[src/rtl/adc_sar_logic.sv]
// adc_sar_logic: successive-approximation controller producing the DAC trial word and the final conversion code
module adc_sar_logic #(
  parameter int RESOLUTION = 12,
  parameter int SAMPLE_CYCLES = 2,
  parameter int SETTLE_CYCLES = 1
) (
  input  logic                  clk,
  input  logic                  rst_n,
  input  logic                  start_in,
  input  logic                  continuous_in,
  input  logic                  comparator_in,
  output logic [RESOLUTION-1:0] dac_data_out,
  output logic                  sample_out,
  output logic                  comp_strobe_out,
  output logic                  busy_out,
  output logic [RESOLUTION-1:0] result_out,
  output logic                  result_valid_out
);
  localparam int MAXC = SAMPLE_CYCLES > SETTLE_CYCLES ? SAMPLE_CYCLES : SETTLE_CYCLES;
  localparam int CW = $clog2(MAXC + 1);
  localparam int KW = RESOLUTION > 1 ? $clog2(RESOLUTION) : 1;
  localparam logic [2:0] IDLE = 3'd0, SAMPLE = 3'd1, SETTLE = 3'd2, COMPARE = 3'd3, DONE = 3'd4;
  localparam logic [RESOLUTION-1:0] ONE = RESOLUTION'(1);
  localparam logic [RESOLUTION-1:0] MID = ONE << (RESOLUTION - 1);
  logic [2:0] state, nxt;
  logic [CW-1:0] cnt, cnt_n;
  logic [KW-1:0] k, k_n;
  logic [RESOLUTION-1:0] sar, sar_n, dac_n;
  always_comb begin
    nxt = state;
    cnt_n = cnt;
    k_n = k;
    sar_n = sar;
    case (state)
      IDLE: if (start_in) begin
        nxt = SAMPLE;
        cnt_n = CW'(SAMPLE_CYCLES);
      end
      SAMPLE: begin
        cnt_n = cnt - 1'b1;
        if (cnt == CW'(1)) begin
          nxt = SETTLE;
          cnt_n = CW'(SETTLE_CYCLES);
          k_n = KW'(RESOLUTION - 1);
          sar_n = '0;
        end
      end
      SETTLE: begin
        cnt_n = cnt - 1'b1;
        if (cnt == CW'(1)) nxt = COMPARE;
      end
      COMPARE: begin
        sar_n[k] = comparator_in;
        if (k == '0) nxt = DONE;
        else begin
          nxt = SETTLE;
          k_n = k - 1'b1;
          cnt_n = CW'(SETTLE_CYCLES);
        end
      end
      DONE: if (continuous_in || start_in) begin
        nxt = SAMPLE;
        cnt_n = CW'(SAMPLE_CYCLES);
      end else nxt = IDLE;
      default: nxt = IDLE;
    endcase
    dac_n = nxt == SAMPLE ? MID :
            (nxt == SETTLE || nxt == COMPARE) ? (sar_n | (ONE << k_n)) :
            nxt == DONE ? sar_n : '0;
  end
  always_ff @(posedge clk) begin
    if (!rst_n) begin
      state <= IDLE;
      cnt <= '0;
      k <= '0;
      sar <= '0;
      dac_data_out <= '0;
      sample_out <= 1'b0;
      comp_strobe_out <= 1'b0;
      busy_out <= 1'b0;
      result_out <= '0;
      result_valid_out <= 1'b0;
    end else begin
      state <= nxt;
      cnt <= cnt_n;
      k <= k_n;
      sar <= sar_n;
      dac_data_out <= dac_n;
      sample_out <= nxt == SAMPLE;
      comp_strobe_out <= nxt == COMPARE;
      busy_out <= nxt == SAMPLE || nxt == SETTLE || nxt == COMPARE;
      result_valid_out <= nxt == DONE;
      if (nxt == DONE) result_out <= sar_n;
    end
  end
endmodule

[config.mk]
export PLATFORM = sky130hd
export DESIGN_NAME = adc_sar_logic
export DESIGN_NICKNAME = d
export VERILOG_FILES = /design/src/rtl/adc_sar_logic.sv
export SDC_FILE = /design/constraint.sdc
export NUM_CORES = 1
export LEC_CHECK = 0
export ABC_AREA = 1
export CAP_MARGIN = 15
export CORE_ASPECT_RATIO = 2
export CORE_MARGIN = 5
export CORE_UTILIZATION = 41
export DETAILED_ROUTE_END_ITERATION = 12
export PLACE_DENSITY_LB_ADDON = 0.15
export SYNTH_ARGS = -nofsm -noshare
export SYNTH_HDL_FRONTEND = slang
export SYNTH_SLANG_ARGS = --single-unit
[constraint.sdc]
create_clock -name clk -period 1.7 [get_ports clk]
set_input_delay 0.34 -clock clk [delete_from_list [all_inputs] [get_ports clk]]
set_output_delay 0.34 -clock clk [all_outputs]
set_load 0.02 [all_outputs]
==> metrics.md <==
| Metric | Value |
|---|---|
| FF+latch count, synth | 49 |
| Rel. slew slack | 78.51% |
| RSZ-0062 raised after global routing | yes |
| Critical Path Fanout Max | 9 |
| Worst r2r path cells | 10 |
| Vias | approximately 2300 |
| # clock sinks | just under 50 |
| Remaining DRCs | 0 |
| Sequential Power Share | 49.4% |
| Fraction of layout cells with a size suffix above 1 | 30.92% |
| Number of diodes | 0 |
| Critical path endpoint category | register |
| Nets | 412 |
| Worst Setup Start Kind | register |
| Buf+Inv Stages, Crit Path | 2 |
| Drt initial violations | 77 |
| Hold Path Class | register to register |
| Grt ovf | 0 |
| Sw power | 0.6256 mW |
| CP max stage cell | dfxtp_2 |
| Post-DRT Antenna Nets | 0 |
| Fmax | between 0.6 and 0.7 GHz |
| CTS clk-pin slew, worst paths | 0.10 ns |
| Max Slew Vio Count | 0 |
| H-tree depth | 2 |
| Mapped Nets | 330 |
| Area grow syn2layout | 46.33% |
| Initial Util | 42.38% |
| Yosys warns | 0 |
| Placer Congestion | 0.9010 |
| Syn Area/Cell | 7.287 µm² |
| Ys flop type | dfxtp_1 |
| # setup viols final | 0 |
| Minimum clock period | 1.643 ns |
| Largest net degree at the start of global routing | 23 |
| HPWL Detailed | 4.808 mm |
| Clock buffer depth | 2 |
| Area contributors post-synth | dfxtp_1 42%, nand2_1 13%, a21oi_1 6.9%, inv_1 6.5%, nor2_1 4.7% |
| Comb power frac | 13.9% |
| P_leak | 1.416 nW |
| CTS tree | yes |
| Post-synth top cells | 83 x nand2_1, 49 x dfxtp_1, 40 x inv_1 |
| Actual slew at the worst max-slew pin | roughly 0.32 ns |
| CP top delay family | simple AND/OR/NAND/NOR gates |
| First-pass DRT Iterations | 4 |
| Distinct cells, synth | 30 |
| Seq/Total Area, Yosys | 42.33% |
| Post-Layout Cell Count | 461 |
| Cells along the critical path | nand2_2, nor2_4, buf_12, nand3b_1, nand3_4, buf_6, nand4_1, nand2_1, nand2_1, a21oi_1 |
| Critical Path Most Common Cell | nand2_1 |
| Cells after synthesis | 318 |
| Setup Crit Path Kind | register to register |
| Power per standard cell area | 704.7 nW/µm² |
| Worst-Skew Late Latency | roughly 0.31 ns |
| First-pass GRT wire length | between 10 and 15 mm |
| Die area | 7347 µm² |
| Final WL | 6.413 mm |
| Setup slack after layout | 0.05678 ns |
| IO Port Bufs | 32 |
| Synth area leader | dfxtp_1 |
| CP arrival | 1.89 ns |
| Req. time, crit path | 1.95 ns |
| All-Layer GR Usage | 18.09% |
| TritonCTS buffer count | 5 |
| Post-synth top area share | a little over two fifths |
| Via density | 4.987 |
| Die Y | 116.3 µm |
| Vias in the first global route | between 2000 and 2500 |
| Final hold slack | about 0.47 ns |
| Place WS | -0.05405 ns |
| WL/cell | 13.91 µm |
| CP max stage delay | roughly 0.36 ns |
| EDFF count, synth | 0 |
| Async set-or-reset flop fraction in the synthesized netlist | 0% |
| Die X | 63.16 µm |
| Net Sw Frac | 26.18% |
| Part of the cycle the worst path needs | 96.66% |
| VDD IR max | 0.8171 mV |
| Final Skew | 0.006795 ns |
| # rows | 38 |
| Core area | 5468 µm² |
| # hold bufs at CTS | 0 |
| WHS Path Cells | 2 |
| Clock network fraction of total power | 36.7% |
| Inst Count DP | 450 |
| Final hold vios | 0 |
| Top-count cell post-synth | nand2_1 |
| Initial antenna violation count | 0 |
| Status | finished clean |
| Root buf cell | clkbuf_8 |
| Int Pwr | around 1.8 mW |
| Post-Syn Area | between 2000 and 2500 µm² |
| Max Cap Viol | 0 |
| I/O pins | 33 |
| Worst path depth | 10 |
per-stage QoR:
| step | instance area (µm²) | power [mW] | utilization (%) | setup TNS [ns] |
|---|---|---|---|---|
| global placement | 3033 | 1.488 | 55.47 | -0.05723 |
| floorplan | 2317 | 1.358 | - | 0 |
| detailed placement | 3033 | 1.490 | 55.47 | -0.1892 |
| global route | 3391 | 2.492 | 62.01 | -0.06045 |
| finish | 3391 | 2.390 | 62.01 | 0 |
| CTS | 3186 | 2.372 | 58.26 | 0 |
kinds of logic (layout without fill, tap and decap cells):
family                     count (synthesis)  count (layout)  synth area share, %
and+or+nand+nor                          157             157                32.02
DFF                                       49              49                42.33
adders and majority gates                  7               7                3.780
AOI/OAI and AO/OA                         52              52                12.37
buffers and inverters                     53             136                9.503
worst paths after layout:
path	slack [ns]	to	startpoint
max	0.06	dac_data_out[11]$_SDFF_PN0_	state[0]$_SDFF_PN0_
min	0.47	result_out[10]$_SDFFE_PN0P_	result_out[10]$_SDFFE_PN0P_
max reg2reg	0.06	dac_data_out[11]$_SDFF_PN0_	state[0]$_SDFF_PN0_
min reg2reg	0.47	result_out[10]$_SDFFE_PN0P_	result_out[10]$_SDFFE_PN0P_
tightest hold or removal path: stages, from the launching register on:
cell     delay, ns
dfxtp_1       0.32
nand2_1       0.06
a21oi_1       0.05
routing by layer:
metal / vias up / GRT usage, % / part of all wire [%]
met4: 0 / 10.76 / 4.7
met2: 51 / 34.00 / 54
li1: 1173 / - / -
met5: - / 0 / 0
met3: 21 / 2.695 / 2.7
met1: 1054 / 18.42 / 38
power groups by stage:
| stage | Clock (mW) | Combinational (mW) | Sequential [mW] |
|---|---|---|---|
| 6_report | 0.877 | 0.332 | 1.18 |
| 3_5_place_dp | 0 | 0.285 | 1.21 |
| 2_1_floorplan | 0 | 0.141 | 1.22 |
| 5_1_grt | 0.945 | 0.363 | 1.18 |
| 4_1_cts | 0.897 | 0.296 | 1.18 |
| 3_3_place_gp | 0 | 0.283 | 1.20 |
cell usage in the layout, fill, tap and decap left out, types with 3 or more instances in the layout:
cell type        synthesis  layout
a21oi_1                 32      26
a21oi_2                  2       6
buf_4                    1      47
clkbuf_8                 0       5
clkdlybuf4s50_1          0      32
dfxtp_1                 49      43
dfxtp_2                  0       6
ha_1                     7       4
inv_1                   40      34
inv_2                    4       7
inv_4                    1       3
nand2_1                 83      76
nand2_2                  3       9
nand2_4                  5       5
nand3_1                 21      18
nand3_2                  4       4
nand3_4                  1       4
nor2_1                  29      27
nor2_2                   2       3
o211ai_1                 4       4
o21ai_1                  5       3
o21ai_2                  0       5
what timing repair did:
action                                  in CTS  in global routing
setup buffers                                0                  3
endpoints found under the setup margin      12                 23
pin swaps                                    2                 13
cloned                                       0                  0
resized for setup                           10                 53
state kept, by name, summed over array words and instances (netlist names):
register and count:
cnt 2, result_out 12, sar 12, result_valid_out 1
sample_out 1, state 3, busy_out 1, k 4
dac_data_out 12, comp_strobe_out 1
area by class of cell:
cell class / count / area, µm²
timing repair buffer: 82 / 715.7
clock inverter: 3 / 47.55
tap: 60 / 75.07
multi-input combinational: 216 / 1311
sequential: 49 / 988.4
fill: 490 / 2077
inverter: 46 / 183.9
clock buffer: 5 / 68.82
(Power assumes the default switching activity.)
